[config.mk]
export PLATFORM = sky130hd
export DESIGN_NAME = utf16_byte_serializer
export DESIGN_NICKNAME = d
export VERILOG_FILES = /design/src/rtl/utf16_pkg.sv /design/src/rtl/utf16_unit_split.sv /design/src/rtl/utf16_byte_serializer.sv
export SDC_FILE = /design/constraint.sdc
export NUM_CORES = 1
export LEC_CHECK = 0
export BUFFER_PORTS_ARGS = -buffer_cell sky130_fd_sc_hd__clkbuf_2
export CAP_MARGIN = 0
export CORE_MARGIN = 10
export CORE_UTILIZATION = 63
export CTS_BUF_LIST = sky130_fd_sc_hd__clkbuf_2 sky130_fd_sc_hd__clkbuf_4 sky130_fd_sc_hd__clkbuf_8
export CTS_CLUSTER_DIAMETER = 150
export DETAILED_ROUTE_END_ITERATION = 7
export PLACE_DENSITY = 0.95
export REMOVE_ABC_BUFFERS = 1
export SYNTH_ARGS = -nofsm -noshare
export SYNTH_HDL_FRONTEND = slang
export SYNTH_SLANG_ARGS = --single-unit
[constraint.sdc]
create_clock -name clk -period 2.93 [get_ports clk]
set_input_delay 0 -clock clk [delete_from_list [all_inputs] [get_ports clk]]
set_output_delay 0 -clock clk [all_outputs]
set_load 0.05 [all_outputs]
[src/rtl/utf16_pkg.sv]
// Shared constants and byte-ordering helper for the UTF-16 byte serializer.
// Optional feature macro: UTF16_BOM_EN (prefix a byte-order mark after reset).
package utf16_pkg;

  localparam logic [20:0] REPLACEMENT_CHAR = 21'h00FFFD;
  localparam logic [15:0] BOM              = 16'hFEFF;
  localparam logic [15:0] SURR_HI_BASE     = 16'hD800;
  localparam logic [15:0] SURR_LO_BASE     = 16'hDC00;
  localparam logic [20:0] SUPP_BASE        = 21'h010000;
  localparam logic [20:0] MAX_CP           = 21'h10FFFF;
  localparam logic [20:0] SURR_MIN         = 21'h00D800;
  localparam logic [20:0] SURR_MAX         = 21'h00DFFF;

  // Returns a 16-bit unit with its two bytes in emission order (first byte in [15:8]).
  function automatic logic [15:0] order_unit(input logic [15:0] unit, input logic le);
    return le ? {unit[7:0], unit[15:8]} : unit;
  endfunction

endpackage

[src/rtl/utf16_unit_split.sv]
// Combinational split of a code point into one or two UTF-16 code units,
// substituting U+FFFD for surrogates and values beyond U+10FFFF.
module utf16_unit_split
  import utf16_pkg::*;
(
  input  logic [20:0] cp_i,
  output logic        subst_o,
  output logic [15:0] u0_o,
  output logic [15:0] u1_o,
  output logic [1:0]  units_o
);

  logic [20:0] cpEff;
  logic [19:0] suppOffset;

  // Legality check, substitution and surrogate-pair construction
  always_comb begin
    subst_o    = ((cp_i >= SURR_MIN) && (cp_i <= SURR_MAX)) || (cp_i > MAX_CP);
    cpEff      = subst_o ? REPLACEMENT_CHAR : cp_i;
    suppOffset = 20'(cpEff - SUPP_BASE);
    u0_o       = cpEff[15:0];
    u1_o       = 16'h0000;
    units_o    = 2'd1;
    if (cpEff >= SUPP_BASE) begin
      u0_o    = SURR_HI_BASE | {6'b0, suppOffset[19:10]};
      u1_o    = SURR_LO_BASE | {6'b0, suppOffset[9:0]};
      units_o = 2'd2;
    end
  end

endmodule

[src/rtl/utf16_byte_serializer.sv]
// UTF-16 byte serializer: one code point in, its UTF-16 bytes out one per handshake.
// The head of a byte shift register is the output byte; a remaining-byte count
// stands in for the state machine. Optional macro UTF16_BOM_EN prefixes the
// first character after reset with a byte-order mark.
module utf16_byte_serializer
  import utf16_pkg::*;
(
  input  logic        clk,
  input  logic        rst_n,
  input  logic [20:0] cp_in,
  input  logic        cp_valid,
  output logic        cp_ready,
  input  logic        little_endian,
  output logic [7:0]  byte_out,
  output logic        byte_valid,
  input  logic        byte_ready,
  output logic        replaced,
  output logic        busy
);

`ifdef UTF16_BOM_EN
  localparam int SR_W = 48;
`else
  localparam int SR_W = 32;
`endif

  logic [SR_W-1:0] shreg_q, shreg_d;
  logic [2:0]      count_q, count_d;
  logic            replaced_q, replaced_d;
`ifdef UTF16_BOM_EN
  logic            bomPending_q, bomPending_d;
`endif

  logic        accept;
  logic        subst;
  logic [15:0] unit0, unit1;
  logic [1:0]  units;
  logic [31:0] charBytes;
  logic [2:0]  charCount;

  utf16_unit_split uSplit (
    .cp_i    (cp_in),
    .subst_o (subst),
    .u0_o    (unit0),
    .u1_o    (unit1),
    .units_o (units)
  );

  assign cp_ready   = (count_q == 3'd0) || ((count_q == 3'd1) && byte_ready);
  assign accept     = cp_valid && cp_ready;
  assign byte_valid = (count_q != 3'd0);
  assign busy       = (count_q != 3'd0);
  assign byte_out   = shreg_q[SR_W-1 -: 8];
  assign replaced   = replaced_q;

  // Byte images of the incoming character in the byte order sampled on accept
  always_comb begin
    charBytes = {order_unit(unit0, little_endian), order_unit(unit1, little_endian)};
    charCount = (units == 2'd2) ? 3'd4 : 3'd2;
  end

  // Next state: a new character load takes priority over a plain shift, which
  // lets the final byte of one character and the next accept share a cycle
  always_comb begin
    shreg_d    = shreg_q;
    count_d    = count_q;
    replaced_d = 1'b0;
`ifdef UTF16_BOM_EN
    bomPending_d = bomPending_q;
`endif
    if (accept) begin
      replaced_d = subst;
`ifdef UTF16_BOM_EN
      if (bomPending_q) begin
        shreg_d      = {order_unit(BOM, little_endian), charBytes};
        count_d      = charCount + 3'd2;
        bomPending_d = 1'b0;
      end else begin
        shreg_d = {charBytes, 16'h0000};
        count_d = charCount;
      end
`else
      shreg_d = charBytes;
      count_d = charCount;
`endif
    end else if (byte_valid && byte_ready) begin
      shreg_d = {shreg_q[SR_W-9:0], 8'h00};
      count_d = count_q - 3'd1;
    end
  end

  // State registers; reset drops any pending bytes immediately
  always_ff @(posedge clk or negedge rst_n) begin
    if (!rst_n) begin
      shreg_q    <= '0;
      count_q    <= 3'd0;
      replaced_q <= 1'b0;
`ifdef UTF16_BOM_EN
      bomPending_q <= 1'b1;
`endif
    end else begin
      shreg_q    <= shreg_d;
      count_q    <= count_d;
      replaced_q <= replaced_d;
`ifdef UTF16_BOM_EN
      bomPending_q <= bomPending_d;
`endif
    end
  end

endmodule

==> results_dict.tcl, run 1 <==
set metrics [dict create \
    grt_pass1_wl_mm 10.6 \
    min_from "cp_in[13]" \
    hold_class "input port to flip-flop" \
    drc 0 \
    syn-cell-area_um2 2240 \
    reg2reg_slack_ns 0.69 \
    min_to "shreg_q[29]$_DFFE_PN0P_" \
    ys_ff_latch 36 \
    io_buffers 37 \
    pwr-share-comb_pct 46.8 \
    power_switching_uw 986 \
    clkSinkCount 36 \
    htreeDepth 2 \
    drtIter0Drc 397 \
    relSlewSlack_pct 39.7 \
    clockBufferDepth 2 \
    grt_overflow 0 \
    synthTopCellsByCount "dfrtp_1, nor2_1, a22oi_1, o21ai_0, nand2_1" \
    die_x_um 79.6 \
    clkPwrFrac_pct 16.2 \
    yosysSeqAreaShare_pct 40.2 \
    cp-end-kind "flip-flop" \
    crit_chain "dlygate4sd3_1 > clkbuf_2 > nor4_1 > nand4b_1 > o21ai_2 > nand2_2 > a22o_1" \
    n_fill_cell 247 \
    dieArea_um2 6340 \
    dp_hpwl_mm 4.67 \
    ir_drop_v 0.000398 \
    drive_gt1_share_pct 20.7 \
    whs_path_depth 3 \
    finalCritPeriodShare_pct 81.1 \
    required_ns 3.19 \
    finalClockSkew_ns 0.0151 \
    numCtsBuffers 5 \
    final_net_count 310 \
    vias 2257 \
    die_h_um 79.6 \
    yosysTopAreaCellShare_pct 40.2 \
    cts_tree "yes" \
    status "finished, final reports clean" \
    dr.pass1.iters 5 \
    yosys_most_used_dff "dfrtp_1" \
    fmax_mhz 421 \
    grt_max_degree 37 \
    leakagePower_uw 0.00112 \
    postSynthCellCount 246 \
    clk_latency_ns 0.35 \
    clk_root_buffer_cell "clkbuf_4" \
    fin_cells 326 \
    rr_endpoint "shreg_q[12]$_DFFE_PN0P_" \
    final_area_um2 2540 \
    worstMarginPinSlew_ns 0.905 \
    cellPowerDensity_nw_per_um2 873 \
    synth-compound-area-share_pct 32.3 \
    p_sw_share_pct 44.5 \
    total_power_uw 2220 \
    synth_xor_area_share_pct 0.782 \
    synth.distinct_cells 52 \
    dp.cells 311 \
    internal-power_uw 1230 \
    synth_top_family_by_area "compound AO/OA/AOI/OAI gates" \
    hold_viol 0 \
    syn_to_final_growth_pct 13.4 \
    yosysMostFrequentCell "dfrtp_1" \
    yosys.area_share.simple_pct 14.6 \
    slowest_delay_ns 0.69 \
    async_reset_ff_share_pct 100 \
    ios 38 \
    timing.hold.ws_ns 0.0269 \
    gp_congestion 0.951 \
    synth_warnings 0 \
    ant_nets 0 \
    syn_avg_cell_area_um2 9.10 \
    core_area_um2 3390 \
    wl_per_cell_um 20.0 \
    yosysTopAreaCell "dfrtp_1" \
    cp_slowest_cell "o21ai_2" \
    place_ws_ns 0.715 \
    cp-start-kind "input port" \
    worstRegToRegCells 7 \
    final-setup-viol-count 0 \
    grt_use_total_pct 21.1 \
    grt_pass1_vias 2140 \
    crit_arrival_ns 2.63 \
    worst_slack_ns 0.554 \
    avgViaCountPerCell 6.92 \
    n_antenna_cell 0 \
    antenna_found_initial 0 \
    ys_top_cells_by_area "dfrtp_1, a22oi_1, nor2_1, buf_4, o21ai_0" \
    post_cts_buffers 0 \
    rsz0062_at_grt "false" \
    maxCapViolCount 0 \
    fin_crit_ns 2.38 \
    drv_slew 0 \
    synthMuxAreaShare_pct 2.29 \
    clk_pin_slew_ns 0.11 \
    seqPwrFrac_pct 37.0 \
    critPathKind "input port to flip-flop" \
    placed_area_um2 2390 \
    drt-total-wl_mm 6.54 \
    rr_startpoint "count_q[0]$_DFFE_PN0P_" \
    synth_edf_count 0 \
    synth_fa_ha_area_share_pct 2.79 \
    path_max_fanout 18 \
    start_util_pct 66.1 \
    rows 21 \
]
[per-layer routing]
metal | global-route usage, % | vias up | share of wire (%)
met5 | 0 | - | 0
met1 | 25.3 | 1041 | 38
met3 | 7.88 | 30 | 13
li1 | - | 999 | -
met4 | 9.50 | 0 | 3.2
met2 | 32.7 | 187 | 46
[logic make-up after synthesis]
group | Yosys count
adder cells (fa/ha/maj) | 5
multiplexers | 5
AND/OR/NAND/NOR | 67
buffers and inverters | 31
flip-flops | 36
XOR/XNOR | 2
AO/OA/AOI/OAI | 100
[cell usage in the layout (no fill, tap or decap), types with 2 or more instances in the layout]
cell type / instances
o21ai_0: 14
nand2_1: 13
nand4b_1: 2
o211ai_1: 3
nor2_1: 24
buf_4: 3
inv_1: 10
o21ai_1: 6
clkbuf_4: 6
o22a_1: 4
o211a_1: 2
o31ai_1: 5
dfrtp_1: 36
o22ai_1: 9
nand2b_1: 6
clkbuf_2: 37
a211oi_1: 6
nor3_1: 4
a31oi_1: 3
a22oi_1: 15
nor4_1: 4
mux2i_1: 3
ha_1: 5
a32o_1: 2
a21o_1: 3
dlygate4sd3_1: 7
o41ai_1: 3
nor2_2: 2
o21a_1: 2
a21oi_1: 10
nand3_1: 4
o221ai_1: 3
[cell type report]
type                            count  area (um2)  area share, %
Tap cell                           46        57.6           2.27
Inverter                           10        37.5           1.48
Clock buffer                        6        45.0           1.77
Multi-Input combinational cell    179        1180           46.7
Timing Repair Buffer               47         278           10.9
Sequential cell                    36         901           35.5
Clock inverter                      2        35.0           1.38
[registers in the layout, indices dropped and copies added (netlist names)]
signal    cells
replaced      1
shreg_q      32
count_q       3
[power by group through the flow]
| stage | sequential [uW] | clock, uW | combinational, uW |
|---|---|---|---|
| 6_report | 820 | 360 | 1040 |
| 2_1_floorplan | 981 | 0 | 567 |
| 5_1_grt | 840 | 377 | 1130 |
| 3_3_place_gp | 816 | 0 | 985 |
| 4_1_cts | 816 | 360 | 1030 |
| 3_5_place_dp | 827 | 0 | 1010 |
[worst max-delay path by stage]
stage,from,end,slack (ns),cells past startpoint
finish,cp_in[4],count_q[1]$_DFFE_PN0P_,0.55,7
CTS,cp_in[4],count_q[1]$_DFFE_PN0P_,0.60,7
global route,cp_in[3],shreg_q[12]$_DFFE_PN0P_,0.39,7
global placement,cp_in[20],count_q[1]$_DFFE_PN0P_,0.84,8
floorplan,count_q[0]$_DFFE_PN0P_,shreg_q[12]$_DFFE_PN0P_,-0.40,7
detailed placement,cp_in[20],count_q[1]$_DFFE_PN0P_,0.71,8
[per-stage QoR]
| step | setup TNS (ns) | util (%) |
|---|---|---|
| floorplan | -4.07 | - |
| global placement | 0 | 70.5 |
| detailed placement | 0 | 70.5 |
| CTS | 0 | 74.9 |
| global route | 0 | 74.9 |
| finish | 0 | 74.9 |
[what timing repair did]
item                                   4_1_cts  5_1_grt
endpoints found under the hold margin       47        0
gates resized for setup                      0        0
hold buffers                                 7        0
[worst max-delay path: cells and delay by family]
kind	cells	cell delay [ns]
buf+inv	2	0.69
simple gates	3	0.99
compound gates	2	0.96
No activity file was read; power rests on OpenSTA's default activity.
==> run 2, diff against run 1 <==
--- a/config.mk
+++ b/config.mk
@@ -8,11 +8,11 @@
 export BUFFER_PORTS_ARGS = -buffer_cell sky130_fd_sc_hd__clkbuf_2
 export CAP_MARGIN = 0
 export CORE_MARGIN = 10
-export CORE_UTILIZATION = 63
+export CORE_UTILIZATION = 58
 export CTS_BUF_LIST = sky130_fd_sc_hd__clkbuf_2 sky130_fd_sc_hd__clkbuf_4 sky130_fd_sc_hd__clkbuf_8
 export CTS_CLUSTER_DIAMETER = 150
 export DETAILED_ROUTE_END_ITERATION = 7
-export PLACE_DENSITY = 0.95
+export PLACE_DENSITY = 0.89
 export REMOVE_ABC_BUFFERS = 1
 export SYNTH_ARGS = -nofsm -noshare
 export SYNTH_HDL_FRONTEND = slang
==> constraint.sdc (replaced) <==
create_clock -name clk -period 2.4 [get_ports clk]
set_input_delay 0 -clock clk [delete_from_list [all_inputs] [get_ports clk]]
set_output_delay 0 -clock clk [all_outputs]
set_load 0.05 [all_outputs]
==> run 2 against run 1 <==
  * Register-to-register slack worse by 0.30 ns
  * Die area is 6.4% higher
  * Worst hold slack worse by 0.0013 ns
  * Final cell count is 0.61% higher
  * Flip-flop and latch count stayed put
  * Routed wire length is 1.5% lower
  * Clock-buffer cell count is 1 lower
  * Global-route usage is 0.80 points lower
  * Cell area hardly changed
  * Sequential power is 22% higher
  * Setup slack worse by 0.17 ns
  * Via count is 3.1% lower
  * Largest cell class unchanged
  * Largest power group unchanged
  * Highest routed layer unchanged
==> results_dict.tcl, run 2 (synthesis results as in run 1) <==
set metrics [dict create \
    worst_slack_ns 0.385 \
    start_util_pct 60.7 \
    m1WireLength_mm 2.56 \
    cp_slowest_cell "mux2_2" \
    post_cts_buffers 0 \
    cts_resized 0 \
    seqPwrFrac_pct 36.8 \
    finalClockSkew_ns 0.00285 \
    grt_use_total_pct 20.3 \
    grt_max_degree 37 \
    holdBufCountCts 2 \
    avgViaCountPerCell 6.67 \
    clkPwrFrac_pct 15.7 \
    wl_met2_mm 3.00 \
    clk_root_buffer_cell "clkbuf_8" \
    status "finished, final reports clean" \
    top_layer "met4" \
    cp-start-kind "flip-flop" \
    rsz0062_at_grt "false" \
    final_util_pct 68.8 \
    min_from "cp_in[7]" \
    critPathKind "flip-flop to flip-flop" \
    path_max_fanout 16 \
    final_cell_mix "clkbuf_2, dfrtp_1, nor2_1" \
    rr_startpoint "count_q[0]$_DFFE_PN0P_" \
    required_ns 2.56 \
    worstMarginPinSlew_ns 0.875 \
    gp_congestion 0.941 \
    drt-total-wl_mm 6.44 \
    crit_arrival_ns 2.17 \
    drtIter0Drc 366 \
    die_h_um 82.1 \
    grt_overflow 0 \
    internal-power_uw 1490 \
    startpoint "count_q[0]$_DFFE_PN0P_" \
    dr_wl_met3_um 701 \
    syn_to_final_growth_pct 13.3 \
    n_antenna_cell 0 \
    power_switching_uw 1220 \
    ff_latch_area_um2 901 \
    clkSinkCount 36 \
    clk_pin_slew_ns 0.07 \
    place_ws_ns 0.415 \
    dp.cells 319 \
    cts_tree "yes" \
    drv_slew 0 \
    rows 22 \
    fin_crit_ns 2.01 \
    drive_gt1_share_pct 22.5 \
    dp_hpwl_mm 4.76 \
    vias 2188 \
    htreeDepth 2 \
    core_area_um2 3690 \
    largest_reg_flops 32 \
    maxCapViolCount 0 \
    hold_class "input port to flip-flop" \
    clockBufferDepth 2 \
    crit_chain "inv_1 > ha_1 > nand2b_1 > mux2_2 > o22a_1 > o31ai_1 > a22oi_1" \
    die_x_um 82.1 \
    ios 38 \
    wl_per_cell_um 19.6 \
    ant_nets 0 \
    drc 0 \
    p_sw_share_pct 45.0 \
    antenna_found_initial 0 \
    dieArea_um2 6750 \
    clk_latency_ns 0.30 \
    io_buffers 37 \
    cellPowerDensity_nw_per_um2 1070 \
    ir_drop_v 0.000680 \
    mostFrequentLayoutCell "clkbuf_2" \
    n_fill_cell 310 \
    multi_input_area_um2 1180 \
    grt_pass1_vias 2233 \
    leakagePower_uw 0.00112 \
    pwr-share-comb_pct 47.5 \
    hold_viol 0 \
    numCtsBuffers 5 \
    final-setup-viol-count 0 \
    slowest_delay_ns 0.51 \
    placed_area_um2 2440 \
    relSlewSlack_pct 41.7 \
    grt_pass1_wl_mm 10.7 \
    largest_register "shreg_q" \
    final_net_count 311 \
    fin_cells 328 \
    finalCritPeriodShare_pct 84.0 \
    final_area_um2 2540 \
    fmax_mhz 496 \
    cp-end-kind "flip-flop" \
    timing.hold.ws_ns 0.0257 \
    dr.pass1.iters 6 \
]
-- run 2: path summary, 6_finish.rpt --
check | slack [ns] | cells after the start | end
setup / recovery | 0.39 | 7 | shreg_q[27]$_DFFE_PN0P_
hold / removal | 0.03 | 3 | shreg_q[7]$_DFFE_PN0P_
setup reg to reg | 0.39 | 7 | shreg_q[27]$_DFFE_PN0P_
hold reg to reg | 0.48 | 2 | shreg_q[1]$_DFFE_PN0P_
max in group asynchronous | 1.49 | 2 | shreg_q[29]$_DFFE_PN0P_
min in group asynchronous | 0.36 | 2 | shreg_q[15]$_DFFE_PN0P_
-- run 2: final cells by class --
type                            instances  share of cell area, %
Tap cell                               48                   2.37
Multi-Input combinational cell        179                   46.7
Inverter                               10                   1.48
Clock buffer                            5                   2.71
Sequential cell                        36                   35.5
Timing Repair Buffer                   48                   10.7
Clock inverter                          2                  0.493
-- run 2: metal layers --
layer,up-vias,global-route usage [%]
met5,-,0
met3,24,6.16
met1,1020,24.3
met4,0,9.18
li1,996,-
met2,148,32.9
-- run 2: critical path: cells and delay by family, from the launching register on --
kind | cells | cell delay, ns
AND/OR/NAND/NOR | 1 | 0.23
flip-flops | 1 | 0.39
multiplexers | 1 | 0.51
adder cells (fa/ha/maj) | 1 | 0.23
AO/OA/AOI/OAI | 3 | 0.42
buffers and inverters | 1 | 0.08
-- run 2: per-stage QoR --
stage	setup TNS, ns	total power [uW]
after CTS	0	2700
after floorplan	-16.08	1890
final	0	2710
after detailed placement	0	2280
after global placement	0	2230
after global routing	0	2870
-- run 2: power by group through the flow --
stage | combinational, uW | sequential, uW | clock [uW]
3_3_place_gp | 1230 | 997 | 0
6_report | 1290 | 999 | 426
4_1_cts | 1290 | 996 | 422
3_5_place_dp | 1270 | 1010 | 0
5_1_grt | 1400 | 1020 | 449
2_1_floorplan | 692 | 1200 | 0
